### config.mk
export PLATFORM = sky130hd
export DESIGN_NAME = ct_mmu_jtlb_sram_ctrl_flat
export DESIGN_NICKNAME = d
export VERILOG_FILES = /design/src/rtl/ct_mmu_jtlb_sram_ctrl_pkg.sv /design/src/rtl/ct_mmu_jtlb_sram_ctrl_if.sv /design/src/rtl/ct_mmu_jtlb_sram_ctrl_sweep.sv /design/src/rtl/ct_mmu_jtlb_sram_ctrl.sv /design/src/flat_wrapper.sv
export SDC_FILE = /design/constraint.sdc
export NUM_CORES = 1
export LEC_CHECK = 0
export ABC_AREA = 1
export BUFFER_PORTS_ARGS = -buffer_cell sky130_fd_sc_hd__buf_4
export CORE_AREA = 2 2 211 213
export CTS_CLUSTER_SIZE = 30
export DETAILED_ROUTE_END_ITERATION = 6
export DIE_AREA = 0 0 213 215
export GPL_TIMING_DRIVEN = 0
export PLACE_DENSITY = 0.38
export SYNTH_ARGS = -nofsm -noshare
export SYNTH_HDL_FRONTEND = slang
export SYNTH_SLANG_ARGS = --single-unit
### constraint.sdc
create_clock -name forever_cpuclk -period 1.94 [get_ports forever_cpuclk]
set_clock_uncertainty 0.2 [all_clocks]
set_input_delay 0.097 -clock forever_cpuclk [delete_from_list [all_inputs] [get_ports forever_cpuclk]]
set_output_delay 0.097 -clock forever_cpuclk [all_outputs]
set_load 0.005 [all_outputs]
### src/rtl/ct_mmu_jtlb_sram_ctrl_pkg.sv
// Shared types and defaults for the jTLB SRAM access controller.
package ct_mmu_jtlb_sram_pkg;

  localparam int JTLB_ADDR_W        = 8;
  localparam int JTLB_DATA_W        = 84;
  localparam int JTLB_RD_STARVE_MAX = 4;

  typedef enum logic {
    ST_IDLE  = 1'b0,
    ST_SWEEP = 1'b1
  } sweep_state_e;

endpackage

### src/rtl/ct_mmu_jtlb_sram_ctrl_if.sv
// Requester, sweep-control and SRAM-macro signals of the jTLB SRAM controller.
interface ct_mmu_jtlb_sram_ctrl_if #(
  parameter int ADDR_WIDTH = ct_mmu_jtlb_sram_pkg::JTLB_ADDR_W,
  parameter int DATA_WIDTH = ct_mmu_jtlb_sram_pkg::JTLB_DATA_W
);
  logic                  rd_req;
  logic [ADDR_WIDTH-1:0] rd_addr;
  logic                  rd_gnt;
  logic                  rd_vld;
  logic [DATA_WIDTH-1:0] rd_data;
  logic                  wr_req;
  logic [ADDR_WIDTH-1:0] wr_addr;
  logic [DATA_WIDTH-1:0] wr_data;
  logic [DATA_WIDTH-1:0] wr_mask;
  logic                  wr_gnt;
  logic                  inv_all_req;
  logic                  inv_busy;
  logic                  inv_done;
  logic [ADDR_WIDTH-1:0] sram_a;
  logic                  sram_cen;
  logic                  sram_gwen;
  logic [DATA_WIDTH-1:0] sram_wen;
  logic [DATA_WIDTH-1:0] sram_d;
  logic [DATA_WIDTH-1:0] sram_q;

  modport slave (
    input  rd_req, rd_addr, wr_req, wr_addr, wr_data, wr_mask, inv_all_req, sram_q,
    output rd_gnt, rd_vld, rd_data, wr_gnt, inv_busy, inv_done,
           sram_a, sram_cen, sram_gwen, sram_wen, sram_d
  );

  modport master (
    output rd_req, rd_addr, wr_req, wr_addr, wr_data, wr_mask, inv_all_req, sram_q,
    input  rd_gnt, rd_vld, rd_data, wr_gnt, inv_busy, inv_done,
           sram_a, sram_cen, sram_gwen, sram_wen, sram_d
  );
endinterface

### src/rtl/ct_mmu_jtlb_sram_ctrl_sweep.sv
// Invalidate-all sweep: walks every jTLB index once, then pulses inv_done.
//   state    | meaning
//   ST_IDLE  | array port free for lookup/refill arbitration
//   ST_SWEEP | one zero-write per cycle at sweep_cnt_q
module ct_mmu_jtlb_sram_sweep
  import ct_mmu_jtlb_sram_pkg::*;
#(
  parameter int ADDR_WIDTH = JTLB_ADDR_W
) (
  input  logic                  clk_i,
  input  logic                  rst_b_i,
  input  logic                  inv_all_req_i,
  output logic                  sweep_active_o,
  output logic [ADDR_WIDTH-1:0] sweep_addr_o,
  output logic                  inv_busy_o,
  output logic                  inv_done_o
);

  sweep_state_e          state_q;
  logic [ADDR_WIDTH-1:0] sweep_cnt_q;
  logic                  inv_done_q;

  // Requests arriving mid-sweep are dropped; a level held past done restarts.
  always_ff @(posedge clk_i or negedge rst_b_i) begin
    if (!rst_b_i) begin
      state_q     <= ST_IDLE;
      sweep_cnt_q <= '0;
      inv_done_q  <= 1'b0;
    end else begin
      inv_done_q <= 1'b0;
      case (state_q)
        ST_IDLE: begin
          if (inv_all_req_i) state_q <= ST_SWEEP;
        end
        ST_SWEEP: begin
          sweep_cnt_q <= sweep_cnt_q + 1'b1;
          if (&sweep_cnt_q) begin
            state_q    <= ST_IDLE;
            inv_done_q <= 1'b1;
          end
        end
        default: state_q <= ST_IDLE;
      endcase
    end
  end

  assign sweep_active_o = (state_q == ST_SWEEP);
  assign inv_busy_o     = (state_q == ST_SWEEP);
  assign sweep_addr_o   = sweep_cnt_q;
  assign inv_done_o     = inv_done_q;

endmodule

### src/rtl/ct_mmu_jtlb_sram_ctrl.sv
// jTLB SRAM port controller: arbitrates lookup reads against refill writes,
// hands the port to the invalidate sweep, and drives the macro's active-low pins.
module ct_mmu_jtlb_sram_ctrl
  import ct_mmu_jtlb_sram_pkg::*;
#(
  parameter int ADDR_WIDTH    = JTLB_ADDR_W,
  parameter int DATA_WIDTH    = JTLB_DATA_W,
  parameter int RD_STARVE_MAX = JTLB_RD_STARVE_MAX
) (
  input  logic                     forever_cpuclk,
  input  logic                     cpurst_b,
  ct_mmu_jtlb_sram_ctrl_if.slave   bus
);

  localparam logic [3:0] STARVE_LIM = 4'(RD_STARVE_MAX);

  logic                  sweep_active;
  logic [ADDR_WIDTH-1:0] sweep_addr;
  logic                  inv_busy;
  logic                  inv_done;
  logic                  rd_win;
  logic                  rd_gnt;
  logic                  wr_gnt;
  logic [3:0]            rd_wait_cnt_q, rd_wait_cnt_d;
  logic                  rd_vld_q;
  logic [ADDR_WIDTH-1:0] sram_a;
  logic                  sram_cen;
  logic                  sram_gwen;
  logic [DATA_WIDTH-1:0] sram_wen;
  logic [DATA_WIDTH-1:0] sram_d;

  ct_mmu_jtlb_sram_sweep #(
    .ADDR_WIDTH (ADDR_WIDTH)
  ) u_sweep (
    .clk_i          (forever_cpuclk),
    .rst_b_i        (cpurst_b),
    .inv_all_req_i  (bus.inv_all_req),
    .sweep_active_o (sweep_active),
    .sweep_addr_o   (sweep_addr),
    .inv_busy_o     (inv_busy),
    .inv_done_o     (inv_done)
  );

  // Refill normally wins; a lookup starved for RD_STARVE_MAX cycles takes the port.
  always_comb begin
    rd_win        = bus.rd_req && (!bus.wr_req || (rd_wait_cnt_q == STARVE_LIM));
    rd_gnt        = !sweep_active && rd_win;
    wr_gnt        = !sweep_active && bus.wr_req && !rd_win;
    rd_wait_cnt_d = rd_wait_cnt_q;
    if (!sweep_active) begin
      if (!bus.rd_req || rd_gnt) begin
        rd_wait_cnt_d = '0;
      end else if (rd_wait_cnt_q != STARVE_LIM) begin
        rd_wait_cnt_d = rd_wait_cnt_q + 4'd1;
      end
    end
  end

  always_comb begin
    sram_a    = '0;
    sram_cen  = 1'b1;
    sram_gwen = 1'b1;
    sram_wen  = '1;
    sram_d    = '0;
    if (sweep_active) begin
      sram_a    = sweep_addr;
      sram_cen  = 1'b0;
      sram_gwen = 1'b0;
      sram_wen  = '0;
    end else if (wr_gnt) begin
      sram_a    = bus.wr_addr;
      sram_cen  = 1'b0;
      sram_gwen = 1'b0;
      sram_wen  = ~bus.wr_mask;
      sram_d    = bus.wr_data;
    end else if (rd_gnt) begin
      sram_a    = bus.rd_addr;
      sram_cen  = 1'b0;
    end
  end

  always_ff @(posedge forever_cpuclk or negedge cpurst_b) begin
    if (!cpurst_b) begin
      rd_wait_cnt_q <= '0;
      rd_vld_q      <= 1'b0;
    end else begin
      rd_wait_cnt_q <= rd_wait_cnt_d;
      rd_vld_q      <= rd_gnt;
    end
  end

  assign bus.rd_gnt    = rd_gnt;
  assign bus.wr_gnt    = wr_gnt;
  assign bus.rd_vld    = rd_vld_q;
  assign bus.rd_data   = rd_vld_q ? bus.sram_q : '0;
  assign bus.inv_busy  = inv_busy;
  assign bus.inv_done  = inv_done;
  assign bus.sram_a    = sram_a;
  assign bus.sram_cen  = sram_cen;
  assign bus.sram_gwen = sram_gwen;
  assign bus.sram_wen  = sram_wen;
  assign bus.sram_d    = sram_d;

endmodule

### src/flat_wrapper.sv
// flat-port wrapper written by rule: the top's interface ports become plain ports
module ct_mmu_jtlb_sram_ctrl_flat import ct_mmu_jtlb_sram_pkg::*;
#(
  parameter int ADDR_WIDTH    = JTLB_ADDR_W,
  parameter int DATA_WIDTH    = JTLB_DATA_W,
  parameter int RD_STARVE_MAX = JTLB_RD_STARVE_MAX
)
  (forever_cpuclk, cpurst_b, bus_rd_req, bus_rd_addr, bus_wr_req, bus_wr_addr, bus_wr_data, bus_wr_mask, bus_inv_all_req, bus_sram_q, bus_rd_gnt, bus_rd_vld, bus_rd_data, bus_wr_gnt, bus_inv_busy, bus_inv_done, bus_sram_a, bus_sram_cen, bus_sram_gwen, bus_sram_wen, bus_sram_d);
  ct_mmu_jtlb_sram_ctrl_if #(.ADDR_WIDTH(ADDR_WIDTH), .DATA_WIDTH(DATA_WIDTH)) bus_i ();
  input  logic forever_cpuclk;
  input  logic cpurst_b;
  input wire logic [$bits(bus_i.rd_req)-1:0] bus_rd_req;
  input wire logic [$bits(bus_i.rd_addr)-1:0] bus_rd_addr;
  input wire logic [$bits(bus_i.wr_req)-1:0] bus_wr_req;
  input wire logic [$bits(bus_i.wr_addr)-1:0] bus_wr_addr;
  input wire logic [$bits(bus_i.wr_data)-1:0] bus_wr_data;
  input wire logic [$bits(bus_i.wr_mask)-1:0] bus_wr_mask;
  input wire logic [$bits(bus_i.inv_all_req)-1:0] bus_inv_all_req;
  input wire logic [$bits(bus_i.sram_q)-1:0] bus_sram_q;
  output wire logic [$bits(bus_i.rd_gnt)-1:0] bus_rd_gnt;
  output wire logic [$bits(bus_i.rd_vld)-1:0] bus_rd_vld;
  output wire logic [$bits(bus_i.rd_data)-1:0] bus_rd_data;
  output wire logic [$bits(bus_i.wr_gnt)-1:0] bus_wr_gnt;
  output wire logic [$bits(bus_i.inv_busy)-1:0] bus_inv_busy;
  output wire logic [$bits(bus_i.inv_done)-1:0] bus_inv_done;
  output wire logic [$bits(bus_i.sram_a)-1:0] bus_sram_a;
  output wire logic [$bits(bus_i.sram_cen)-1:0] bus_sram_cen;
  output wire logic [$bits(bus_i.sram_gwen)-1:0] bus_sram_gwen;
  output wire logic [$bits(bus_i.sram_wen)-1:0] bus_sram_wen;
  output wire logic [$bits(bus_i.sram_d)-1:0] bus_sram_d;
  assign bus_i.rd_req = bus_rd_req;
  assign bus_i.rd_addr = bus_rd_addr;
  assign bus_i.wr_req = bus_wr_req;
  assign bus_i.wr_addr = bus_wr_addr;
  assign bus_i.wr_data = bus_wr_data;
  assign bus_i.wr_mask = bus_wr_mask;
  assign bus_i.inv_all_req = bus_inv_all_req;
  assign bus_i.sram_q = bus_sram_q;
  assign bus_rd_gnt = bus_i.rd_gnt;
  assign bus_rd_vld = bus_i.rd_vld;
  assign bus_rd_data = bus_i.rd_data;
  assign bus_wr_gnt = bus_i.wr_gnt;
  assign bus_inv_busy = bus_i.inv_busy;
  assign bus_inv_done = bus_i.inv_done;
  assign bus_sram_a = bus_i.sram_a;
  assign bus_sram_cen = bus_i.sram_cen;
  assign bus_sram_gwen = bus_i.sram_gwen;
  assign bus_sram_wen = bus_i.sram_wen;
  assign bus_sram_d = bus_i.sram_d;
  ct_mmu_jtlb_sram_ctrl #(.ADDR_WIDTH(ADDR_WIDTH), .DATA_WIDTH(DATA_WIDTH), .RD_STARVE_MAX(RD_STARVE_MAX)) u_core (.forever_cpuclk(forever_cpuclk), .cpurst_b(cpurst_b), .bus(bus_i));
endmodule
=== After elaboration in Yosys (flattened, before gate mapping) ===
Index checks and enable logic that the tools add are counted.

* Register bits after elaboration: 15
* Input bits: 273
* Logic and storage cells: 44

* Add/subtract/negate cells: 2
* Eq/ne operators: 2
* Multiplexer cells: 20
* Bitwise gates (word level): 2
* Reduce and logical (&&, ||, !) cells: 13

{| class="wikitable"
|+ Operators by type and width
! kind !! number
|-
| $mux W84 || 5
|-
| $not A84 Y84 || 1
|-
| $mux W8 || 3
|-
| $mux W1 || 9
|-
| $add A8 B1 Y8 const B || 1
|-
| $mux W4 || 2
|-
| $reduce_and A8 Y1 || 1
|-
| $add A4 B1 Y4 const B || 1
|-
| $eq A4 B3 Y1 const B || 1
|-
| $logic_and A1 B1 Y1 || 4
|-
| $logic_not A1 Y1 || 4
|-
| $ne A4 B3 Y1 const B || 1
|-
| $logic_or A1 B1 Y1 || 2
|-
| $pmux W1 S2 || 1
|-
| $reduce_and A2 Y1 || 1
|-
| $reduce_bool A2 Y1 || 1
|-
| $not A1 Y1 || 1
|}

=== Longest topological paths before layout ===
Gate-level depths: netlist (run 1).

* Depth in word-level cells: 7
* Depth in mapped cells: 10
* Gate-level depth less buffers: 8

=== Cells and area by module ===
From an unflattened synthesis (run 1), not the netlist that was laid out.

* Cell total of the unflattened synthesis: 665
* Area total of the unflattened synthesis: 3286.9 µm²

{| class="wikitable"
|+ By module, submodules not included
! module !! times used !! cells each !! area an instance (µm²)
|-
| ct_mmu_jtlb_sram_ctrl || 1 || 614 || 2815.2
|-
| ct_mmu_jtlb_sram_sweep || 1 || 51 || 471.7
|}

=== Worst setup path after synthesis (run 1) ===
Ideal clock, no wire load.

* Path type: register -> output
* From: register u_core.rd_wait_cnt_q[0]
* To: output port bus_sram_d[74]
* Arrival: 1.365 ns
* Path slack: 0.278 ns
* Stages on the path, launching flop included: 10
* Path buffers: 2
* Cells stage by stage: dfrtp_1 > inv_1 > ha_1 > nand3_1 > nand2_4 > nand2_2 > nand2_2 > buf_4 > buf_4 > nor2_1

* Longest elaborated chain between the ends: 7

{| class="wikitable"
|+ Ends and longest elaborated chain
! element !! line !! source
|-
| from (decl) || ct_mmu_jtlb_sram_ctrl.sv:24 || <nowiki>logic [3:0] rd_wait_cnt_q, rd_wait_cnt_d;</nowiki>
|-
| from (signal assigned) || ct_mmu_jtlb_sram_ctrl.sv:87 || <nowiki>rd_wait_cnt_q <= rd_wait_cnt_d;</nowiki>
|-
| $eq A4 B3 Y1 || ct_mmu_jtlb_sram_ctrl.sv:46 || <nowiki>rd_win = bus.rd_req && (!bus.wr_req || (rd_wait_cnt_q == STARVE_LIM));</nowiki>
|-
| $logic_or A1 B1 Y1 || ct_mmu_jtlb_sram_ctrl.sv:46 ||
|-
| $logic_and A1 B1 Y1 || ct_mmu_jtlb_sram_ctrl.sv:46 ||
|-
| $logic_not A1 Y1 || ct_mmu_jtlb_sram_ctrl.sv:48 || <nowiki>wr_gnt = !sweep_active && bus.wr_req && !rd_win;</nowiki>
|-
| $logic_and A1 B1 Y1 || ct_mmu_jtlb_sram_ctrl.sv:48 ||
|-
| $mux W84 || ct_mmu_jtlb_sram_ctrl.sv:70 || <nowiki>end else if (wr_gnt) begin</nowiki>
|-
| $mux W84 || ct_mmu_jtlb_sram_ctrl.sv:65 || <nowiki>if (sweep_active) begin</nowiki>
|-
| to (decl) || flat_wrapper.sv:30 || <nowiki>output wire logic [$bits(bus_i.sram_d)-1:0] bus_sram_d;</nowiki>
|}

Every way passes these cells.

=== Final worst setup path (run 1) ===
* From: register u_core.rd_wait_cnt_q[0]
* To: output port bus_sram_d[36]

Same word-level chain as after synthesis.

==> metrics.yaml, run 1 <==
p_int_mw: 1.265
grt_max_degree: 16
cts.sinks: 15
place_congestion: 0.8260
yosys-top-cells-area: "nand2_1 (22%), inv_1 (21%), or2_2 (16%), dfrtp_1 (12%), nor2_1 (11%)"
utilization: 0.2272
outcome: "finished with violations"
hpwlAfterDp_um: 18500
crit_path_start_kind: "flop"
crit_chain: "inv_2 > ha_4 > nand3_4 > nand2_4 > nand2_4 > nand2_8 > buf_12 > buf_12 > buf_12 > nor2_1 > buf_4"
ff2ff_path_depth: 4
required_ps: 1640
routed_via_density: 3.220
timing.rr.end: "u_core.u_sweep.inv_busy_o$_DFF_PN0_"
die_h_um: 215
whs_ps: 54.35
antenna_found_initial: 0
path_delay_family: "buffers and inverters"
synth-seq-area-share: 0.1170
cpMaxStageDelayCell: "dfrtp_1"
yosys_warnings: 0
start_util: 0.07351
p_leak_nw: 6.059
cts_max_path_buffers: 2
fillers: 4879
yosysTopAreaCell: "nand2_1"
setup_viol: 160
grt_usage: 0.08579
irDropWorstVdd_mv: 0.1739
syn_nets: 929
boundaryPins: 540
path_max_fanout: 10
syn_inst: 653
cap_violations: 0
vias: 5837
drt_iter0_markers: 157
n_antenna_cell: 0
period_needed_ps: 2075
fin_crit_sh: 1.069
syn_to_final_growth_pct: 209.1
synth_top_area_share: 0.2246
violations: "negative setup slack"
fmax_mhz: 482.0
critPathLaunch: "u_core.rd_wait_cnt_q[0]$_DFFE_PN0P_"
r2r_start: "u_core.u_sweep.inv_busy_o$_DFF_PN0_"
wl_per_cell_um: 12.41
overflow: 0
tritoncts: "built"
slowest_delay_ps: 390
seq_power_share: 0.260
first_global_vias: 5659
synth_cell_types: 22
syn-mean-instance-area_um2: 4.913
postRouteAntennaNets: 0
worstPathArrival_ps: 1780
portBuffers: 539
p_sw_frac: 0.3164
worst_slack_ps: -134.7
fin_nets: 1498
numCtsBuffers: 3
combPwrFrac: 0.516
hold_viol: 0
path_common_cell: "buf_12"
end_kind: "primary output"
rsz0062_at_grt: "yes"
critPathKind: "reg2out"
drv_slew: 0
fin_setup_tns_ps: -14230
cts_root_buffer: "clkbuf_16"
cts.clk_slew.worst_paths_ps: 50
ys_ff_latch: 15
die-area_mm2: 0.04580
htreeDepth: 1
wirelength_um: 22500
slew_headroom: 0.6641
syn_area_mm2: 0.003208
rows: 77
r2r_setup_slack_ps: 320
die_x_um: 213
drive_gt1_frac: 0.6814
total_power_mw: 1.851
critical_path_buf_inv_count: 5
drt_pass1_iterations: 4
power_density_mw_per_mm2: 186.7
tightest_slew_ps: 503.9
p_clk_frac: 0.224
hold_class: "in2async"
route.detailed.drc: 0
switchingPower_uw: 585.7
grt_pass1_wl_um: 30710
coreArea_mm2: 0.04364
insertion_delay_ps: 250
## stage by stage
step           cells  area, um2  setup WS, ps
3_5_place_dp    1784       7995        -511.6
3_3_place_gp    1784       7995        -510.0
5_1_grt         1813       9916        -225.0
6_report        1813       9916        -134.7
4_1_cts         1806       9112        -163.3
2_1_floorplan    653       3208         277.6
## final cells by class
| class | instances | area (um2) | area share |
|---|---|---|---|
| multi-input cells | 418 | 2815 | 0.2839 |
| clock buffers | 4 | 78.83 | 0.007950 |
| inverters | 179 | 676.9 | 0.06826 |
| repair buffers | 565 | 4822 | 0.4863 |
| well taps | 592 | 740.7 | 0.07470 |
| flip-flops and latches | 15 | 376.6 | 0.03798 |
| plain buffers | 40 | 405.4 | 0.04088 |
## flip-flops by register name, indices dropped and copies added (netlist names)
name and cells:
u_core.u_sweep.sweep_addr_o 8, u_core.bus.rd_vld 1, u_core.rd_wait_cnt_q 4, u_core.u_sweep.inv_busy_o 1, u_core.u_sweep.inv_done_o 1
## cell usage after synthesis
cell      instances
a21oi_1           1
buf_1             3
buf_2            10
buf_4             7
buf_6             5
clkbuf_1         16
dfrtp_1          15
ha_1              3
inv_1           177
inv_2             2
nand2_1         192
nand2_2           3
nand2_4           1
nand3_1          18
nand4_1          12
nor2_1           92
nor2_2            1
nor2_4            1
nor3_1            1
or2_2            84
xnor2_1           3
xor2_1            6
## power by group through the flow
stage               clock network [mW]  registers (mW)  logic [mW]
floorplan                            0           0.463       0.275
global placement                     0           0.486       0.889
detailed placement                   0           0.487       0.893
CTS                              0.426           0.482       0.949
global route                     0.432           0.494        1.04
finish                           0.415           0.481       0.954
## what timing repair did
action,in CTS,in global routing
gates resized for setup,229,180
endpoints found under the setup margin,240,190
hold buffers,3,0
buffers inserted,11,4
hold endpoints to repair,18,0
gates cloned,4,5
pin swaps,13,13
## layer usage
metal,track usage,vias to the layer above,share of wire
met2,0.1770,318,0.55
met1,0.08683,2557,0.34
met4,0.01632,0,0.019
met5,0,-,0
li1,-,2935,-
met3,0.01651,27,0.092
## cells in the final DEF, fill, tap and decap left out, types with 10 or more instances in the layout
| cell | instances |
|---|---|
| clkbuf_2 | 10 |
| or2_2 | 84 |
| inv_1 | 175 |
| nand2_1 | 108 |
| nor2_4 | 16 |
| nor2_2 | 39 |
| buf_6 | 94 |
| buf_12 | 16 |
| nor2_1 | 39 |
| buf_4 | 456 |
| nand3_1 | 16 |
| dfrtp_1 | 14 |
| nand4_1 | 12 |
| nand2_4 | 80 |
## kinds of logic (layout without fill, tap and decap cells)
| kind of cell | count (synthesis) | in the layout | share of synthesized area |
|---|---|---|---|
| compound gates | 1 | 1 | 0.001559 |
| xor+xnor | 9 | 9 | 0.02457 |
| fa+ha+maj | 3 | 3 | 0.01170 |
| buf+inv | 220 | 788 | 0.2812 |
| flops | 15 | 15 | 0.1170 |
| simple gates | 405 | 405 | 0.5640 |
## worst register-to-register path, stage by stage, from the launching register on
cell	delay, ps
dfrtp_2	470
buf_4	250
nand3_1	140
nor3_1	360
nor2_1	70
## worst max path at each step
stage | endpoint | slack, ps | cells past startpoint
detailed placement | bus_sram_wen[68] | -510 | 11
finish | bus_sram_d[36] | -130 | 11
CTS | bus_sram_d[46] | -160 | 11
global placement | bus_sram_wen[68] | -510 | 11
floorplan | bus_sram_d[74] | 280 | 9
global route | bus_sram_d[72] | -230 | 11
Power figures use the tool's default switching activity.
==> run 2: changes to the inputs <==
--- a/config.mk
+++ b/config.mk
@@ -7,12 +7,15 @@
 export LEC_CHECK = 0
 export ABC_AREA = 1
 export BUFFER_PORTS_ARGS = -buffer_cell sky130_fd_sc_hd__buf_4
-export CORE_AREA = 2 2 211 213
+export CELL_PAD_IN_SITES_DETAIL_PLACEMENT = 0
+export CELL_PAD_IN_SITES_GLOBAL_PLACEMENT = 1
+export CORE_AREA = 2 2 212 214
 export CTS_CLUSTER_SIZE = 30
 export DETAILED_ROUTE_END_ITERATION = 6
-export DIE_AREA = 0 0 213 215
+export DIE_AREA = 0 0 214 216
 export GPL_TIMING_DRIVEN = 0
-export PLACE_DENSITY = 0.38
+export MAX_ROUTING_LAYER = met4
+export PLACE_DENSITY = 0.5
 export SYNTH_ARGS = -nofsm -noshare
 export SYNTH_HDL_FRONTEND = slang
 export SYNTH_SLANG_ARGS = --single-unit
==> metrics.yaml, run 2 (synthesis gave the netlist of run 1 again) <==
outcome: "finished with violations"
violations: "negative setup slack"
worstPathArrival_ps: 1790
p_sw_frac: 0.3154
r2r_start: "u_core.rd_wait_cnt_q[0]$_DFFE_PN0P_"
p_int_mw: 1.304
utilization: 0.2081
path_common_cell: "nand2_4"
p_leak_nw: 5.953
drt_iter0_markers: 110
irDropWorstVdd_mv: 0.2857
first_global_vias: 5887
worst_slack_ps: -151.2
critPathKind: "reg2out"
grt_max_degree: 16
cts.clk_slew.worst_paths_ps: 60
setup_viol: 165
insertion_delay_ps: 250
cts_root_buffer: "clkbuf_16"
tritoncts: "built"
seq_power_share: 0.253
placed_cell_area_mm2: 0.007995
crit_chain: "inv_2 > ha_4 > nand3_4 > nand2_4 > nand2_4 > nand2_8 > nand2_8 > buf_12 > buf_12 > nand2_4 > buf_6"
end_kind: "primary output"
slew_headroom: 0.6292
combPwrFrac: 0.523
hold_viol: 0
grt_usage: 0.09494
coreArea_mm2: 0.04384
vias: 5838
fin_nets: 1503
cap_violations: 0
rsz0062_at_grt: "yes"
die_x_um: 214
path_max_fanout: 10
final_common_cell: "buf_4"
dp.cells: 1784
final_cell_mix: "buf_4 (519), inv_1 (175), nand2_1 (150)"
largest_register_ffs: 8
rows: 77
cts_max_path_buffers: 2
tightest_slew_ps: 556.2
r2r_setup_slack_ps: 20
wl_per_cell_um: 12.85
required_ps: 1640
fin_cells: 1819
htreeDepth: 1
slowest_delay_ps: 400
power_density_mw_per_mm2: 208.8
whs_ps: 55.98
routed_via_density: 3.209
die_h_um: 216
place_congestion: 0.9154
timing.rr.end: "u_core.rd_wait_cnt_q[0]$_DFFE_PN0P_"
switchingPower_uw: 600.6
syn_to_final_growth_pct: 184.4
antenna_found_initial: 3
fmax_mhz: 478.2
total_power_mw: 1.904
overflow: 0
numCtsBuffers: 3
postRouteAntennaNets: 0
hpwlAfterDp_um: 19820
cpMaxStageDelayCell: "dfrtp_1"
period_needed_ps: 2091
portBuffers: 539
drt_pass1_iterations: 4
crit_path_start_kind: "flop"
drive_gt1_frac: 0.6289
start_util: 0.07318
p_clk_frac: 0.224
fin_crit_sh: 1.078
hold_class: "in2async"
route.detailed.drc: 0
grt_pass1_wl_um: 33420
die-area_mm2: 0.04622
ff2ff_path_depth: 13
postLayoutCellArea_mm2: 0.009123
boundaryPins: 540
wirelength_um: 23370
cts.sinks: 15
drv_slew: 0
run 2: cell count changes in the layout (fill, tap and decap cells not counted), moves of 21 or more:
cell and delta:
buf_4 +63, buf_6 -42, nand2_1 +42, nand2_4 -54, nor2_1 +28, nor2_2 -21
run 2: power groups by stage:
stage	Clock, mW	Combinational [mW]	Sequential [mW]
2_1_floorplan	0	0.275	0.463
6_report	0.426	0.996	0.482
5_1_grt	0.447	1.10	0.496
3_3_place_gp	0	0.888	0.486
3_5_place_dp	0	0.894	0.484
4_1_cts	0.433	0.971	0.482
run 2: layout make-up:
class	instances	area, um2
Fill cell	5054	34710
Buffer	38	354.1
Timing Repair Buffer	572	4553
Clock buffer	3	75.07
Inverter	179	674.4
Multi-Input combinational cell	418	2341
Sequential cell	15	376.6
Tap cell	592	740.7
Clock inverter	1	5.005
Antenna cell	1	2.502
run 2: how the worst max path moves through the flow:
stage                     slack (ps)                             endpoint                                start
after floorplan                  280                       bus_sram_d[74]  u_core.rd_wait_cnt_q[0]$_DFFE_PN0P_
after global placement          -460                     bus_sram_wen[66]  u_core.rd_wait_cnt_q[0]$_DFFE_PN0P_
after detailed placement        -480                     bus_sram_wen[66]  u_core.rd_wait_cnt_q[0]$_DFFE_PN0P_
after CTS                       -190  u_core.rd_wait_cnt_q[0]$_DFFE_PN0P_  u_core.rd_wait_cnt_q[0]$_DFFE_PN0P_
after global routing            -240                     bus_sram_wen[23]  u_core.rd_wait_cnt_q[0]$_DFFE_PN0P_
final                           -150                     bus_sram_wen[66]  u_core.rd_wait_cnt_q[0]$_DFFE_PN0P_
run 2: routing by layer:
metal  share of wire  routed length, um  global-route usage
met5               0                  0                   -
met4           0.011                268             0.01422
met2            0.55              12920              0.1865
met3           0.074               1721             0.02016
met1            0.36               8457             0.09759
run 2: worst max-delay path: cells and delay by family, from the launching register on:
kind                       cells  cell delay, ps
adders and majority gates      1             140
buffers and inverters          4             490
and+or+nand+nor                6             500
DFF                            1             400
run 2: what timing repair did:
action | 4_1_cts | 5_1_grt
setup buffers | 20 | 6
pin swaps | 8 | 13
hold endpoints to repair | 18 | 0
gates cloned | 4 | 2
hold buffers | 3 | 0
gates resized for setup | 98 | 126
endpoints found under the setup margin | 247 | 229
run 2: per-stage QoR:
step | TNS (ps) | worst slack, ps
floorplan | 0 | 277.6
global placement | -41860 | -456.0
detailed placement | -46810 | -481.3
CTS | -17930 | -189.9
global route | -29840 | -238.0
finish | -15470 | -151.2
